**src/rtl/lerp_upsamp.sv**
```systemverilog
// Linear-interpolating upsampler: pops one FIFO sample per 2^SAMPLE_RATE clocks and ramps between samples.
// Build option: define LERP_ROUND_EN for round-half-up interpolation (default is floor).
module lerp_upsamp #(
  parameter int DATA_WIDTH  = 14,
  parameter int SAMPLE_RATE = 4
) (
  input  logic                  clk,
  input  logic                  rst,
  input  logic                  ena,
  input  logic                  fifo_empty,
  output logic                  rd_en,
  input  logic [DATA_WIDTH-1:0] dataIn,
  output logic [DATA_WIDTH-1:0] inter_data,
  output logic                  out_valid,
  output logic                  underflow
);

  localparam int DW = DATA_WIDTH;
  localparam int SR = SAMPLE_RATE;
  localparam int PW = DW + SR + 1;
  localparam logic [SR-1:0] K_LAST = '1;
  localparam logic [SR-1:0] K_PRE  = K_LAST - 1'b1;
`ifdef LERP_ROUND_EN
  localparam logic [PW-1:0] RND = PW'(1) << (SR - 1);
`endif

  typedef enum logic [2:0] {IDLE, PRIME, RUN, STARVE, RELOAD} state_t;

  state_t        state_q, state_d;
  logic [SR-1:0] k_q, k_d;
  logic [DW-1:0] s0_q, s0_d;
  logic [DW-1:0] s1_q, s1_d;
  logic [DW-1:0] inter_q, inter_d;
  logic          valid_q, valid_d;
  logic          under_q, under_d;
  logic          pend_q, pend_d;
  logic          starve_q, starve_d;

  logic signed [DW:0]   diff;
  logic signed [PW-1:0] prod;
  logic signed [PW-1:0] prod_r;
  logic [DW-1:0]        lerp;

  // Product bits above DW are discarded after the shift; the result stays within [s0, s1].
  always_comb begin
    diff = {s1_q[DW-1], s1_q} - {s0_q[DW-1], s0_q};
    prod = {{SR{diff[DW]}}, diff} * {{(DW+1){1'b0}}, k_q};
`ifdef LERP_ROUND_EN
    prod_r = prod + RND;
`else
    prod_r = prod;
`endif
    lerp = s0_q + DW'(prod_r >>> SR);
  end

  always_comb begin
    state_d  = state_q;
    k_d      = k_q;
    s0_d     = s0_q;
    s1_d     = s1_q;
    inter_d  = inter_q;
    valid_d  = valid_q;
    under_d  = under_q;
    pend_d   = pend_q;
    starve_d = starve_q;
    rd_en    = 1'b0;
    case (state_q)
      IDLE: begin
        valid_d = 1'b0;
        if (ena && !fifo_empty) begin
          rd_en   = 1'b1;
          state_d = PRIME;
        end
      end
      PRIME: begin
        s0_d    = dataIn;
        s1_d    = dataIn;
        k_d     = '0;
        state_d = RUN;
      end
      RUN: begin
        inter_d = lerp;
        valid_d = 1'b1;
        k_d     = k_q + 1'b1;
        // Read one phase early so the next sample lands exactly at the wrap.
        if (k_q == K_PRE) begin
          rd_en    = ena && !fifo_empty;
          pend_d   = ena && !fifo_empty;
          starve_d = ena && fifo_empty;
        end
        if (k_q == K_LAST) begin
          k_d = '0;
          if (pend_q) begin
            s0_d = s1_q;
            s1_d = dataIn;
          end else if (starve_q) begin
            state_d = STARVE;
            under_d = 1'b1;
          end else begin
            state_d = IDLE;
          end
        end
      end
      STARVE: begin
        inter_d = s1_q;
        valid_d = 1'b1;
        if (!ena) begin
          state_d = IDLE;
        end else if (!fifo_empty) begin
          rd_en   = 1'b1;
          state_d = RELOAD;
        end
      end
      RELOAD: begin
        inter_d = s1_q;
        valid_d = 1'b1;
        s0_d    = s1_q;
        s1_d    = dataIn;
        k_d     = '0;
        state_d = RUN;
      end
      default: state_d = IDLE;
    endcase
    if (rst) rd_en = 1'b0;
  end

  always_ff @(posedge clk) begin
    if (rst) begin
      state_q  <= IDLE;
      k_q      <= '0;
      s0_q     <= '0;
      s1_q     <= '0;
      inter_q  <= '0;
      valid_q  <= 1'b0;
      under_q  <= 1'b0;
      pend_q   <= 1'b0;
      starve_q <= 1'b0;
    end else begin
      state_q  <= state_d;
      k_q      <= k_d;
      s0_q     <= s0_d;
      s1_q     <= s1_d;
      inter_q  <= inter_d;
      valid_q  <= valid_d;
      under_q  <= under_d;
      pend_q   <= pend_d;
      starve_q <= starve_d;
    end
  end

  assign inter_data = inter_q;
  assign out_valid  = valid_q;
  assign underflow  = under_q;

endmodule

```
**config.mk**
```make
export PLATFORM = sky130hd
export DESIGN_NAME = lerp_upsamp
export DESIGN_NICKNAME = d
export VERILOG_FILES = /design/src/rtl/lerp_upsamp.sv
export SDC_FILE = /design/constraint.sdc
export NUM_CORES = 1
export LEC_CHECK = 0
export CAP_MARGIN = 5
export CORE_MARGIN = 3
export CORE_UTILIZATION = 30
export CTS_CLUSTER_SIZE = 24
export DETAILED_ROUTE_END_ITERATION = 7
export PLACE_DENSITY = 0.55
export SLEW_MARGIN = 15
export SYNTH_ARGS = -nofsm -noshare
export SYNTH_HDL_FRONTEND = slang
export SYNTH_SLANG_ARGS = --single-unit
```
**constraint.sdc**
```tcl
create_clock -name clk -period 18.7 [get_ports clk]
set_input_delay 3.74 -clock clk [delete_from_list [all_inputs] [get_ports clk]]
set_output_delay 3.74 -clock clk [all_outputs]
set_load 0.01 [all_outputs]
```
==> results of run 1 <==
power groups by stage:
stage	sequential, mW	combinational (mW)	clock [mW]
detailed placement	0.188	0.560	0
floorplan	0.173	0.428	0
global route	0.191	0.628	0.0971
global placement	0.188	0.558	0
CTS	0.186	0.563	0.0934
finish	0.186	0.557	0.0902
layer usage:
layer / part of all wire, % / vias up
met1: 52 / 1959
met4: 1.2 / 0
met2: 44 / 67
met3: 3.0 / 7
li1: - / 2247
met5: 0 / -
worst reg2reg max path, delay by kind of cell (launching register included):
| family | cells | cell delay [ns] |
|---|---|---|
| simple gates | 2 | 0.35 |
| compound gates | 11 | 2.35 |
| xor+xnor | 3 | 0.88 |
| fa+ha+maj | 7 | 2.45 |
| flops | 1 | 0.35 |
| buf+inv | 3 | 0.20 |
cells by family (layout without fill, tap and decap cells):
kind of cell,Yosys count,count (layout),share of synthesized area [%]
flops,53,53,19.91
simple gates,215,215,19.60
buf+inv,105,125,7.465
fa+ha+maj,90,90,25.21
xor+xnor,42,42,7.301
mux,16,16,3.005
compound gates,137,137,17.51
cell type report:
class | instances | area (um^2) | share of cell area [%]
well taps | 225 | 281.5 | 4.674
flip-flops and latches | 53 | 1061 | 17.62
clock inverters | 1 | 7.507 | 0.1246
multi-input cells | 500 | 3886 | 64.52
clock buffers | 7 | 132.6 | 2.202
inverters | 81 | 304.0 | 5.048
repair buffers | 36 | 350.3 | 5.816
registers in the layout (all words and copies together) (netlist names):
name,flops
inter_data,14
k_q,4
out_valid,1
pend_q,1
s0_q,14
s1_q,14
starve_q,1
state_q,3
underflow,1
how the worst max path moves through the flow:
stage	startpoint	to	slack [ns]	depth (start not counted)
floorplan	rst	rd_en	10.65	4
global placement	ena	rd_en	9.67	5
detailed placement	ena	rd_en	9.66	5
CTS	ena	rd_en	9.64	5
global route	ena	rd_en	9.56	5
finish	ena	rd_en	9.64	5
synthesized netlist by cell type, drive strengths merged, types with 3 or more instances:
master and count:
inv 81, nand2 70, ha 61, a21oi 55, dfxtp 53, nor2 51
and2 38, fa 29, xnor2 29, a211oi 23, clkbuf 19, o21ai 17
mux2i 16, nor2b 14, xor2 12, nor3 10, nand3 9, nand2b 8
o21a 7, o22ai 6, buf 5, a2111oi 3, a21o 3, a31oi 3
and3 3, nand4 3, nor4 3, or3 3
==> reports/results.ini, run 1 <==
[placement]
finalWeightedCongestion=0.8250
io_buffer_count=34
hpwl_um=9286
pre_cts_slack_ns=9.663
placedInstanceArea_um2=5883
placedCellCount=895

[worst_setup_path]
worstPathMaxFanout=4
critical_path.slowest_cell=sky130_fd_sc_hd__clkdlybuf4s50_1
setup.worst_path.class=primary input to primary output
worst_ep_required_time_ns=14.96
rr_endpoint=inter_data[13]$_SDFFE_PP0P_
timing.critical_path.max_delay_family=buffers and inverters
crit_top_cell=sky130_fd_sc_hd__clkdlybuf4s50_1
crit_buf_inv=2
critical_path_arrival_ns=5.32
reg2reg_start=s1_q[0]$_SDFFE_PP0P_
worst-r2r-setup-slack_ns=12.06
critPathLaunchType=primary input
end_kind=primary output
worstRegToRegCells=26
worst_path_largest_cell_delay_ns=0.56
crit_path_cell_trace=clkdlybuf4s50_1 -> nor2b_1 -> nand3_1 -> a31oi_1 -> clkdlybuf4s50_1

[sta]
timing.clock.skew_ns=0.005225
worst_slack_ns=9.644
final-setup-viol-count=0
timing.max_slew.rel_slack_pct=22.66
grt_setup_unrepaired=no
finalSetupTns_ns=0
finalHoldWorstSlack_ns=0.4602
hold_violations=0
report.final.slew_viol_count=0
fmaxAchievable_mhz=110.4
finalWorstPathRequiredPeriod_ns=9.056
timing_worst_slew_pin_value_ns=1.160
post_route_fraction_of_the_period_consumed_by_the_critical_path_pct=48.43

[power_and_ir_drop]
seq_power_share_pct=22.3
p_leak_nw=2.685
ir_worst_vdd_v=0.00009293
clockPowerShare_pct=10.8
power_mw=0.8329
total_net_switching_power_mw=0.4115
internal-power_mw=0.4213
switching_share_pct=49.41
cellPowerDensity_nw_per_um2=138.3
power.share.combinational_pct=66.8

[worst_hold_path]
worstHoldStart=inter_data[5]$_SDFFE_PP0P_
cell_depth_of_the_worst_hold_path=2
hold_path_end=inter_data[5]$_SDFFE_PP0P_
hold_class=flip-flop to flip-flop

[synth]
top_reg_cell_synth=sky130_fd_sc_hd__dfxtp_1
synthesis.area_um2=5330
synth_net_count=766
share_of_synthesized_registers_carrying_an_async_set_or_reset_pct=0
yosysWarningCount=0
synth_seq_area_share_pct=19.91
avgSynthCellArea_um2=8.100
synth.area.top_cells=sky130_fd_sc_hd__dfxtp_1, sky130_fd_sc_hd__ha_1, sky130_fd_sc_hd__fa_1
synth.ff_latch_count=53
postSynthCellCount=658
synth_edf_count=0
netlist-cell-type-count=62
post-synth-top-area-cell=sky130_fd_sc_hd__dfxtp_1
synth.top_cell.area_share_pct=19.91

[cells_and_area]
fillerInstances=1783
final-instance-count-excl-fill=903
utilization_pct=34.70
total_inserted_antenna_cells=0
most_common_library_cell_in_the_layout_ignoring_fill_and_taps=sky130_fd_sc_hd__inv_1
fin_area_um2=6023
final_nets=785
post_route_cells_drive_above_1_share_pct=4.425
mostFrequentLayoutCells=sky130_fd_sc_hd__inv_1, sky130_fd_sc_hd__nand2_1, sky130_fd_sc_hd__ha_1, sky130_fd_sc_hd__dfxtp_1, sky130_fd_sc_hd__a21oi_1
area_growth_pct=13.00

[flow_run]
cap_violations=0

[grt]
grt_pass1_vias=4214
grt_use_met2_pct=19.57
grt_max_degree=56
gr-usage-all-layers_pct=12.28
met3_usage_pct=0.9966
grt-busiest-layer=met2
grt_antenna_before_repair=0
grt_first_pass_wirelength_um=20360
grt.met1_usage_pct=18.00
remaining_overflow_grt=0

[clock_tree]
cts.repair_timing.setup_buffer_count=0
clock_insertion_delay_worst_skew_ns=0.29
tritoncts=done
root_buffer=sky130_fd_sc_hd__clkbuf_16
cts_buffers=5
cts.htree.levels=2
cts-root-to-sink-buffers=2
clock_sink_count=53
clkTransAtPathRegs_ns=0.06
postCtsHoldBufs=0
cts.repair.resized=0

[drt]
dr_vias=4280
number_of_remaining_drc_errors=0
drt-pass1-iter-count=4
drt-initial-drc-count=166
postRouteAntennaNets=0
routed_wirelength_um=11750
routedWlPerCell_um=13.01
viasPerCell=4.740

[floorplanning]
die_area_um2=19400
rows=48
core_area_um2=17360
design.portCount=35
floorplan.die.height_um=139.3
initial_utilization_pct=30.71
die_w_um=139.3

[status]
outcome=complete, no violations

(Power assumes the default switching activity.)
==> run 2, diff against run 1 <==
==> constraint.sdc (replaced) <==
create_clock -name clk -period 9.5 [get_ports clk]
set_input_delay 1.9 -clock clk [delete_from_list [all_inputs] [get_ports clk]]
set_output_delay 1.9 -clock clk [all_outputs]
set_load 0.01 [all_outputs]
==> run 2 against run 1 <==
Clock skew up 0.0019 ns. Power grew 96%. Setup slack got worse by 6.6 ns. Global-route usage grew 0.50 points. Clock power grew 95%.
==> reports/results.ini, run 2 (same netlist as run 1, synthesis figures left out) <==
[drt]
drt-pass1-iter-count=4  ; unchanged
dr_vias=4291  ; +0.26%
routed_wirelength_um=12050  ; +2.6%
postRouteAntennaNets=0  ; unchanged
number_of_remaining_drc_errors=0  ; unchanged
routedWlPerCell_um=13.35  ; +2.7%
viasPerCell=4.757  ; +0.37%
drt-initial-drc-count=105  ; -37%

[grt]
grt_antenna_before_repair=0  ; unchanged
grt_first_pass_wirelength_um=21010  ; +3.2%
remaining_overflow_grt=0  ; unchanged
grt_pass1_vias=4280  ; +1.6%
gr-usage-all-layers_pct=12.78  ; +0.50 points
grt_max_degree=56  ; unchanged

[clock_tree]
cts_buffers=5  ; unchanged
tritoncts=done
clock_insertion_delay_worst_skew_ns=0.29  ; about the same
cts-root-to-sink-buffers=2  ; unchanged
cts.htree.levels=2  ; unchanged
clock_sink_count=53  ; unchanged
root_buffer=sky130_fd_sc_hd__clkbuf_16
clkTransAtPathRegs_ns=0.07  ; about the same
cts.repair.resized=0  ; unchanged
cts.repair_timing.setup_buffer_count=0  ; unchanged
postCtsHoldBufs=0  ; unchanged

[floorplanning]
design.portCount=35  ; unchanged
die_area_um2=19400  ; unchanged
floorplan.die.height_um=139.3  ; unchanged
die_w_um=139.3  ; unchanged
rows=48  ; unchanged
initial_utilization_pct=30.71  ; unchanged
core_area_um2=17360  ; unchanged

[sta]
timing.clock.skew_ns=0.007097  ; +0.001871 ns
finalSetupTns_ns=0  ; unchanged
timing_worst_slew_pin_value_ns=1.173  ; +0.01278 ns
worst_slack_ns=3.016  ; -6.628 ns
hold_violations=0  ; unchanged
finalWorstPathRequiredPeriod_ns=6.484
final-setup-viol-count=0  ; unchanged
fmaxAchievable_mhz=154.2
post_route_fraction_of_the_period_consumed_by_the_critical_path_pct=68.25
report.final.slew_viol_count=0  ; unchanged
grt_setup_unrepaired=no
timing.max_slew.rel_slack_pct=21.81  ; -0.85 points

[power_and_ir_drop]
power.share.combinational_pct=66.8  ; about the same
total_net_switching_power_mw=0.8063  ; +96%
seq_power_share_pct=22.4  ; about the same
clockPowerShare_pct=10.8  ; about the same
power_mw=1.636  ; +96%
cellPowerDensity_nw_per_um2=272.1  ; +97%
p_leak_nw=2.681  ; -0.14%
switching_share_pct=49.28  ; -0.13 points
internal-power_mw=0.8298  ; +97%
ir_worst_vdd_v=0.0001623  ; +75%

[placement]
finalWeightedCongestion=0.8229  ; -0.25%
pre_cts_slack_ns=3.018  ; -6.645 ns
io_buffer_count=34  ; unchanged
hpwl_um=9460  ; +1.9%

[worst_hold_path]
hold_class=flip-flop to flip-flop
worstHoldStart=inter_data[7]$_SDFFE_PP0P_
hold_path_end=inter_data[7]$_SDFFE_PP0P_
cell_depth_of_the_worst_hold_path=2  ; unchanged

[cells_and_area]
area_growth_pct=12.79
final_nets=784  ; -0.13%
fillerInstances=1817  ; +1.9%
multi_input_area_um2=3886  ; unchanged
post_route_cells_drive_above_1_share_pct=4.136  ; -0.29 points
register_area_um2=1061  ; unchanged
total_inserted_antenna_cells=0  ; unchanged
most_common_library_cell_in_the_layout_ignoring_fill_and_taps=sky130_fd_sc_hd__inv_1
mostFrequentLayoutCells=sky130_fd_sc_hd__inv_1, sky130_fd_sc_hd__nand2_1, sky130_fd_sc_hd__ha_1, sky130_fd_sc_hd__dfxtp_1, sky130_fd_sc_hd__a21oi_1

[worst_setup_path]
setup.worst_path.class=flip-flop to flip-flop
rr_endpoint=inter_data[13]$_SDFFE_PP0P_
end_kind=flip-flop
worstPathMaxFanout=5  ; +1
critPathLaunchType=flip-flop
worstRegToRegCells=29  ; +12%
worst-r2r-setup-slack_ns=3.02  ; -9.04 ns
critical_path.slowest_cell=sky130_fd_sc_hd__fa_1
crit_top_cell=sky130_fd_sc_hd__ha_1
timing.critical_path.max_delay_family=adder cells
crit_buf_inv=3  ; +1
reg2reg_start=s0_q[1]$_SDFFE_PP0P_
critical_path_arrival_ns=6.70  ; +1.38 ns
worst_ep_required_time_ns=9.71  ; -5.25 ns
worst_path_largest_cell_delay_ns=0.54  ; -0.02 ns

[status]
outcome=complete, no violations

[flow_run]
cap_violations=0  ; unchanged

run 2: cell count changes in the layout (fill, tap and decap cells not counted):
| cell | change |
|---|---|
| sky130_fd_sc_hd__clkinvlp_4 | -1 |
| sky130_fd_sc_hd__clkbuf_1 | +1 |
| sky130_fd_sc_hd__buf_4 | -1 |
run 2: how the worst max path moves through the flow:
stage / start / cells past startpoint / slack (ns) / endpoint
2_1_floorplan: s1_q[0]$_SDFFE_PP0P_ / 26 / 3.44 / inter_data[13]$_SDFFE_PP0P_
3_3_place_gp: s0_q[1]$_SDFFE_PP0P_ / 29 / 3.13 / inter_data[13]$_SDFFE_PP0P_
3_5_place_dp: s0_q[1]$_SDFFE_PP0P_ / 29 / 3.02 / inter_data[13]$_SDFFE_PP0P_
4_1_cts: s0_q[1]$_SDFFE_PP0P_ / 29 / 2.99 / inter_data[13]$_SDFFE_PP0P_
5_1_grt: s0_q[1]$_SDFFE_PP0P_ / 30 / 2.45 / inter_data[13]$_SDFFE_PP0P_
6_report: s0_q[1]$_SDFFE_PP0P_ / 29 / 3.02 / inter_data[13]$_SDFFE_PP0P_
run 2: layer usage:
metal  GRT usage [%]  wire, um
met1           18.60      6307
met2           20.53      5321
met3           1.065       225
met4           3.141       191
met5               0         0
run 2: power groups by stage:
| stage | combinational (mW) | sequential (mW) | clock [mW] |
|---|---|---|---|
| 6_report | 1.09 | 0.366 | 0.176 |
| 5_1_grt | 1.24 | 0.379 | 0.190 |
| 4_1_cts | 1.10 | 0.366 | 0.182 |
| 3_5_place_dp | 1.10 | 0.371 | 0 |
| 3_3_place_gp | 1.10 | 0.371 | 0 |
| 2_1_floorplan | 0.842 | 0.340 | 0 |
run 2: worst min-delay path: stages, from the launching register on:
cell and delay [ns]:
sky130_fd_sc_hd__dfxtp_1 0.31, sky130_fd_sc_hd__nand2_1 0.05, sky130_fd_sc_hd__a21oi_1 0.05
run 2: final cells by class:
type                    count  area share (%)
well taps                 225           4.683
multi-input cells         500           64.64
flip-flops and latches     53           17.65
repair buffers             35           5.702
inverters                  81           5.057
clock buffers               8           2.268
run 2: stage by stage:
| stage | utilization [%] | hold WS (ns) | cells | cell area [um^2] |
|---|---|---|---|---|
| floorplan | - | 0.4490 | 658 | 5330 |
| global placement | 33.85 | 0.4509 | 894 | 5876 |
| detailed placement | 33.85 | 0.4488 | 894 | 5876 |
| CTS | 34.64 | 0.4648 | 902 | 6012 |
| global route | 34.64 | 0.5034 | 902 | 6012 |
| finish | 34.64 | 0.4585 | 902 | 6012 |
